==> config.mk <==
export PLATFORM = sky130hd
export DESIGN_NAME = cdb_arbiter_flat
export DESIGN_NICKNAME = d
export VERILOG_FILES = /design/src/rtl/cdb_arbiter_if.sv /design/src/rtl/cdb_arbiter.sv /design/src/flat_wrapper.sv
export SDC_FILE = /design/constraint.sdc
export NUM_CORES = 1
export LEC_CHECK = 0
export CORE_MARGIN = 5
export CORE_UTILIZATION = 52
export DETAILED_ROUTE_END_ITERATION = 7
export HOLD_SLACK_MARGIN = 0.1
export PLACE_DENSITY = 0.8
export SKIP_CTS_REPAIR_TIMING = 1
export SLEW_MARGIN = 5
export SYNTH_ARGS = -nofsm -noshare
export SYNTH_HDL_FRONTEND = slang
export SYNTH_SLANG_ARGS = --single-unit
export TNS_END_PERCENT = 5
==> constraint.sdc <==
create_clock -name clk -period 2.9 [get_ports clk]
set_clock_uncertainty 0.05 [all_clocks]
set_input_delay 0.87 -clock clk [delete_from_list [all_inputs] [get_ports clk]]
set_output_delay 0.87 -clock clk [all_outputs]
set_load 0.005 [all_outputs]
==> src/rtl/cdb_arbiter_if.sv <==
// Producer-side and broadcast-side signals of the common data bus arbiter.
// The producer drives the master modport. The arbiter uses the slave modport.
interface cdb_arbiter_if #(
  parameter int unsigned ROB_ID_W = 4,
  parameter int unsigned DATA_W   = 32
);
  logic [2:0]          src_valid;
  logic [ROB_ID_W-1:0] src_rob_id [3];
  logic [DATA_W-1:0]   src_data   [3];
  logic [2:0]          src_ready;

  logic                cdb_valid;
  logic [ROB_ID_W-1:0] cdb_rob_id;
  logic [DATA_W-1:0]   cdb_data;
  logic [1:0]          cdb_src;

  modport master (
    output src_valid, src_rob_id, src_data,
    input  src_ready, cdb_valid, cdb_rob_id, cdb_data, cdb_src
  );

  modport slave (
    input  src_valid, src_rob_id, src_data,
    output src_ready, cdb_valid, cdb_rob_id, cdb_data, cdb_src
  );
endinterface

==> src/rtl/cdb_arbiter.sv <==
// cdb_arbiter: three per-source result FIFOs arbitrated onto one registered CDB.
// Define CDB_FIXED_PRIO_EN for fixed priority (src1 > src0 > src2). The default build uses round-robin.
module cdb_arbiter #(
  parameter int unsigned DEPTH    = 4,
  parameter int unsigned ROB_ID_W = 4,
  parameter int unsigned DATA_W   = 32
) (
  input  logic         clk,
  input  logic         rst,
  input  logic         rdy,
  input  logic         clear,
  cdb_arbiter_if.slave bus
);
  localparam int unsigned NSRC = 3;
  localparam int unsigned AW   = $clog2(DEPTH);
  localparam int unsigned PW   = AW + 1;
  localparam int unsigned EW   = ROB_ID_W + DATA_W;

  logic [EW-1:0]       mem_q    [NSRC][DEPTH];
  logic [PW-1:0]       wr_ptr_q [NSRC];
  logic [PW-1:0]       wr_ptr_d [NSRC];
  logic [PW-1:0]       rd_ptr_q [NSRC];
  logic [PW-1:0]       rd_ptr_d [NSRC];

  logic                cdb_valid_q,  cdb_valid_d;
  logic [ROB_ID_W-1:0] cdb_rob_id_q, cdb_rob_id_d;
  logic [DATA_W-1:0]   cdb_data_q,   cdb_data_d;
  logic [1:0]          cdb_src_q,    cdb_src_d;

  logic [NSRC-1:0]     full, empty, ready, push, pop;
  logic [3:0]          cand;
  logic                act;
  logic                gnt_vld;
  logic [1:0]          gnt_idx;
  logic [EW-1:0]       head;

  assign act = rdy & ~clear;

  // The extra pointer bit tells full from empty when the address bits match.
  always_comb begin
    for (int unsigned k = 0; k < NSRC; k++) begin
      empty[k] = (wr_ptr_q[k] == rd_ptr_q[k]);
      full[k]  = (wr_ptr_q[k] == {~rd_ptr_q[k][PW-1], rd_ptr_q[k][AW-1:0]});
      ready[k] = ~full[k] & act;
      push[k]  = bus.src_valid[k] & ready[k];
    end
  end

  assign cand          = {1'b0, ~empty};
  assign bus.src_ready = ready;

`ifdef CDB_FIXED_PRIO_EN
  always_comb begin
    gnt_vld = 1'b1;
    gnt_idx = 2'd0;
    if (cand[1])      gnt_idx = 2'd1;
    else if (cand[0]) gnt_idx = 2'd0;
    else if (cand[2]) gnt_idx = 2'd2;
    else              gnt_vld = 1'b0;
  end
`else
  logic [1:0] rr_q, rr_d;
  logic [1:0] c0, c1, c2;

  function automatic logic [1:0] inc3(input logic [1:0] x);
    return (x == 2'd2) ? 2'd0 : x + 2'd1;
  endfunction

  always_comb begin
    c0      = rr_q;
    c1      = inc3(c0);
    c2      = inc3(c1);
    gnt_vld = 1'b1;
    gnt_idx = 2'd0;
    if (cand[c0])      gnt_idx = c0;
    else if (cand[c1]) gnt_idx = c1;
    else if (cand[c2]) gnt_idx = c2;
    else               gnt_vld = 1'b0;
  end

  always_comb begin
    rr_d = rr_q;
    if (rdy) begin
      if (clear)        rr_d = '0;
      else if (gnt_vld) rr_d = inc3(gnt_idx);
    end
  end

  always_ff @(posedge clk or negedge rst) begin
    if (!rst) rr_q <= '0;
    else      rr_q <= rr_d;
  end
`endif

  assign head = mem_q[gnt_idx][rd_ptr_q[gnt_idx][AW-1:0]];

  always_comb begin
    pop = '0;
    if (gnt_vld && act) pop[gnt_idx] = 1'b1;
  end

  always_comb begin
    for (int unsigned k = 0; k < NSRC; k++) begin
      wr_ptr_d[k] = wr_ptr_q[k];
      rd_ptr_d[k] = rd_ptr_q[k];
      if (rdy && clear) begin
        wr_ptr_d[k] = '0;
        rd_ptr_d[k] = '0;
      end else begin
        if (push[k]) wr_ptr_d[k] = wr_ptr_q[k] + PW'(1);
        if (pop[k])  rd_ptr_d[k] = rd_ptr_q[k] + PW'(1);
      end
    end
    cdb_valid_d  = cdb_valid_q;
    cdb_rob_id_d = cdb_rob_id_q;
    cdb_data_d   = cdb_data_q;
    cdb_src_d    = cdb_src_q;
    if (rdy) begin
      if (clear) begin
        cdb_valid_d = 1'b0;
      end else begin
        cdb_valid_d = gnt_vld;
        if (gnt_vld) begin
          cdb_rob_id_d = head[EW-1:DATA_W];
          cdb_data_d   = head[DATA_W-1:0];
          cdb_src_d    = gnt_idx;
        end
      end
    end
  end

  always_ff @(posedge clk or negedge rst) begin
    if (!rst) begin
      for (int unsigned k = 0; k < NSRC; k++) begin
        wr_ptr_q[k] <= '0;
        rd_ptr_q[k] <= '0;
      end
      cdb_valid_q  <= 1'b0;
      cdb_rob_id_q <= '0;
      cdb_data_q   <= '0;
      cdb_src_q    <= '0;
    end else begin
      for (int unsigned k = 0; k < NSRC; k++) begin
        wr_ptr_q[k] <= wr_ptr_d[k];
        rd_ptr_q[k] <= rd_ptr_d[k];
      end
      cdb_valid_q  <= cdb_valid_d;
      cdb_rob_id_q <= cdb_rob_id_d;
      cdb_data_q   <= cdb_data_d;
      cdb_src_q    <= cdb_src_d;
    end
  end

  // Storage needs no reset: the pointers alone define which entries are live.
  always_ff @(posedge clk) begin
    for (int unsigned k = 0; k < NSRC; k++) begin
      if (push[k]) mem_q[k][wr_ptr_q[k][AW-1:0]] <= {bus.src_rob_id[k], bus.src_data[k]};
    end
  end

  assign bus.cdb_valid  = cdb_valid_q;
  assign bus.cdb_rob_id = cdb_rob_id_q;
  assign bus.cdb_data   = cdb_data_q;
  assign bus.cdb_src    = cdb_src_q;
endmodule

==> src/flat_wrapper.sv <==
// flat-port wrapper written by rule: the top's interface ports become plain ports
module cdb_arbiter_flat 
#(
  parameter int unsigned DEPTH    = 4,
  parameter int unsigned ROB_ID_W = 4,
  parameter int unsigned DATA_W   = 32
)
  (clk, rst, rdy, clear, bus_src_valid, bus_src_rob_id, bus_src_data, bus_src_ready, bus_cdb_valid, bus_cdb_rob_id, bus_cdb_data, bus_cdb_src);
  cdb_arbiter_if #(.ROB_ID_W(ROB_ID_W), .DATA_W(DATA_W)) bus_i ();
  input  logic clk;
  input  logic rst;
  input  logic rdy;
  input  logic clear;
  input wire logic [$bits(bus_i.src_valid)-1:0] bus_src_valid;
  input wire logic [$bits(bus_i.src_rob_id)-1:0] bus_src_rob_id;
  input wire logic [$bits(bus_i.src_data)-1:0] bus_src_data;
  output wire logic [$bits(bus_i.src_ready)-1:0] bus_src_ready;
  output wire logic [$bits(bus_i.cdb_valid)-1:0] bus_cdb_valid;
  output wire logic [$bits(bus_i.cdb_rob_id)-1:0] bus_cdb_rob_id;
  output wire logic [$bits(bus_i.cdb_data)-1:0] bus_cdb_data;
  output wire logic [$bits(bus_i.cdb_src)-1:0] bus_cdb_src;
  assign bus_i.src_valid = bus_src_valid;
  assign bus_i.src_rob_id = {>>{bus_src_rob_id}};
  assign bus_i.src_data = {>>{bus_src_data}};
  assign bus_src_ready = bus_i.src_ready;
  assign bus_cdb_valid = bus_i.cdb_valid;
  assign bus_cdb_rob_id = bus_i.cdb_rob_id;
  assign bus_cdb_data = bus_i.cdb_data;
  assign bus_cdb_src = bus_i.cdb_src;
  cdb_arbiter #(.DEPTH(DEPTH), .ROB_ID_W(ROB_ID_W), .DATA_W(DATA_W)) u_core (.clk(clk), .rst(rst), .rdy(rdy), .clear(clear), .bus(bus_i));
endmodule
==> flow_summary_export.csv <==
group,metric,value,unit
grt,grt_max_degree,83,
detailed_routing,num_vias,12400,
power,p_sw_frac,0.368,
place,io_buffers,156,
detailed_routing,drtPass1Iterations,5,
grt,grt_pass1_vias,12900,
grt,grt-ovfl-total,0,
power,total_power,26.2,mW
sta,finalCritPeriodShare,1.02,
detailed_routing,met2_length,25800,um
clock_network,h-tree-depth,2,
sta,setup_viol,18,
power,p_int,16.6,mW
sta,rsz0062_at_grt,"yes",
clock_network,clock_path_buffers,3,
clock_network,clock-sinks,491,
synth,muxShareOfSynthArea,0.0199,
detailed_routing,wl_per_cell,27.5,um
place,postPlaceCellArea,0.0220,mm^2
clock_network,clk_latency,0.56,ns
floorplanning,die_area,0.0408,mm^2
grt,grt_util_all_layers,0.246,
synth,synthesis.area,0.0192,mm^2
final_layout,fin_cells,1904,
synth,avgSynthCellArea,16.2,um^2
synth,synth_top_family_by_area,"compound AO/OA/AOI/OAI gates",
final_layout,drive_above_1_share,0.140,
floorplanning,dieHeight,202,um
final_layout,final_cell_mix,"edfxtp_1 (432), clkdlybuf4s50_1 (152), a21oi_1 (76), a22o_1 (72), a22oi_1 (72)",
synth,syn-num-nets,1313,
sta,finalMaxSlewViolations,0,
worst_setup_path,slowest_delay,0.74,ns
clock_network,cts-buffers-inserted,49,
power,power_density,1100,mW/mm^2
final_layout,multi_input_area,0.00435,mm^2
detailed_routing,wl_met1,18900,um
worst_setup_path,critical_path_class,"flip-flop to flip-flop",
worst_setup_path,path_cells,"xor2_1 -> o311ai_2 -> buf_4 -> a41oi_1 -> a211oi_2 -> or2_2 -> nor2_4 -> a221o_1",
synth,synth-xor-area-share,0.00960,
detailed_routing,top_layer_used,"met5",
final_layout,final_common_cell,"edfxtp_1",
floorplanning,fp-row-count,70,
clock_network,cts_tree,"done",
place,dp_hpwl,30400,um
detailed_routing,drc,0,
worst_setup_path,arrival,3.38,ns
power,switchingPower,9.65,mW
place,finalWeightedCongestion,0.896,
synth,synthArstFlopShare,0.120,
final_layout,seq_area,0.0144,mm^2
worst_setup_path,slowest_stage,"nor2_4",
status,violations,"setup timing",
grt,antenna_found_initial,2,
detailed_routing,drtAntennaViolNets,0,
sta,worst_pin_slew,0.983,ns
synth,yosys.area_share.simple,0.0265,
synth,synthCells,1183,
synth,yosys_warnings,0,
detailed_routing,wirelength,52400,um
power,seq_power_share,0.323,
clock_network,cts_root_buf,"clkbuf_16",
synth,synth_edf_count,432,
power,clkPwrFrac,0.241,
sta,tns,-0.523,ns
job,max_cap_violations,0,
power,leakage,8.53,nW
place,place_inst,1810,
synth,synth_compound_area_frac,0.152,
floorplanning,io_pins,157,
final_layout,nets,1525,
floorplanning,core,0.0365,mm^2
clock_network,clk_transition_reported_paths,0.06,ns
synth,yosysSeqAreaShare,0.754,
worst_setup_path,path_delay_family,"simple AND/OR/NAND/NOR gates",
final_layout,n_fill_cell,2414,
power,combPwrFrac,0.436,
synth,dominantRegCellSynth,"edfxtp_1",
sta,whs,0.394,ns
place,pre_cts_slack,-0.239,ns
hold_path,hold_class,"input port to async pin",
worst_setup_path,crit_buf_inv,1,
detailed_routing,vias_per_cell,6.52,
sta,max-slew-margin-rel,0.345,
detailed_routing,met3_length,5600,um
status,status,"finished with violations",
synth,synthAdderAreaFrac,0.00980,
final_layout,syn_to_final_growth,24.1,%
sta,hold_violations,0,
final_layout,final_util,0.651,
sta,layout_min_cycle_time,2.95,ns
sta,fin_ws,-0.0501,ns
sta,max_freq,339,MHz
synth,ys_types,36,
floorplanning,initial_core_util,0.525,
worst_setup_path,crit_fanout,18,
synth,yosys_register_bits,491,
floorplanning,die_w,202,um
worst_setup_path,worst_setup_path_end_kind,"flip-flop",
final_layout,postLayoutCellArea,0.0238,mm^2
power,max-vdd-ir-drop,992,uV
worst_setup_path,crit_path_start_kind,"flip-flop",
grt,grt_pass1_wl,76900,um
detailed_routing,drt_iter0_drc,1400,
worst_setup_path,required,3.33,ns
==> state kept, by name, summed over array words and instances, names as in the netlist <==
| register | flops |
|---|---|
| u_core.mem_q | 432 |
| u_core.bus.cdb_valid | 1 |
| u_core.bus.cdb_data | 32 |
| u_core.bus.cdb_rob_id | 4 |
| u_core.rd_ptr_q | 9 |
| u_core.bus.cdb_src | 2 |
| u_core.wr_ptr_q | 9 |
| u_core.c0 | 2 |
==> final timing paths <==
kind	from	to	slack, ns	cells past startpoint
worst min register to register	u_core.bus.cdb_src[0]	u_core.bus.cdb_src[0]	0.44	2
worst max-delay path	u_core.wr_ptr_q[0]	u_core.bus.cdb_data[14]	-0.05	8
worst min-delay path	rst	u_core.wr_ptr_q[6]	0.39	1
min in group clk	u_core.bus.cdb_src[0]	u_core.bus.cdb_src[0]	0.44	2
worst max register to register	u_core.wr_ptr_q[0]	u_core.bus.cdb_data[14]	-0.05	8
max in group asynchronous	rst	u_core.bus.cdb_rob_id[0]	1.72	1
==> power groups by stage <==
stage	logic, mW	registers, mW	clock network (mW)
floorplan	6.72	8.52	0
global placement	10.6	8.58	0
detailed placement	10.9	8.58	0
CTS	11.1	8.45	6.39
global route	12.1	8.49	6.68
finish	11.4	8.46	6.32
==> layout make-up <==
cell class | instances | share of cell area
diodes | 1 | 0.000105
clock buffers | 59 | 0.0549
clock inverters | 32 | 0.0133
inverters | 48 | 0.00758
multi-input cells | 563 | 0.183
flip-flops and latches | 491 | 0.608
well taps | 468 | 0.0246
repair buffers | 242 | 0.109
==> synthesized netlist by cell type (all sizes together), types with 25 or more instances <==
cell    number  area [um^2]
edfxtp     432        13000
a21oi       79          395
a22o        72          631
a22oi       72          541
clkbuf      65          244
dfrtp       59         1480
inv         48          180
nand3       41          205
mux2i       38          380
o21ai       38          190
a221o       36          360
o2111a      36          405
o211ai      36          270
nor2        25         93.8
==> logic make-up (layout without fill, tap and decap cells) <==
kind of cell / Yosys count / after routing
AO/OA/AOI/OAI: 382 / 382
flip-flops: 491 / 491
AND/OR/NAND/NOR: 105 / 107
adder cells (fa/ha/maj): 15 / 15
multiplexers: 38 / 38
buffers and inverters: 131 / 381
other: 0 / 1
XOR/XNOR: 21 / 21
==> metal layers <==
metal,up-vias,track usage
met5,-,0
met4,2,0.0940
met3,159,0.0534
met2,894,0.415
met1,6186,0.317
li1,5181,-
Note: power is estimated with default switching activity, not from simulation.
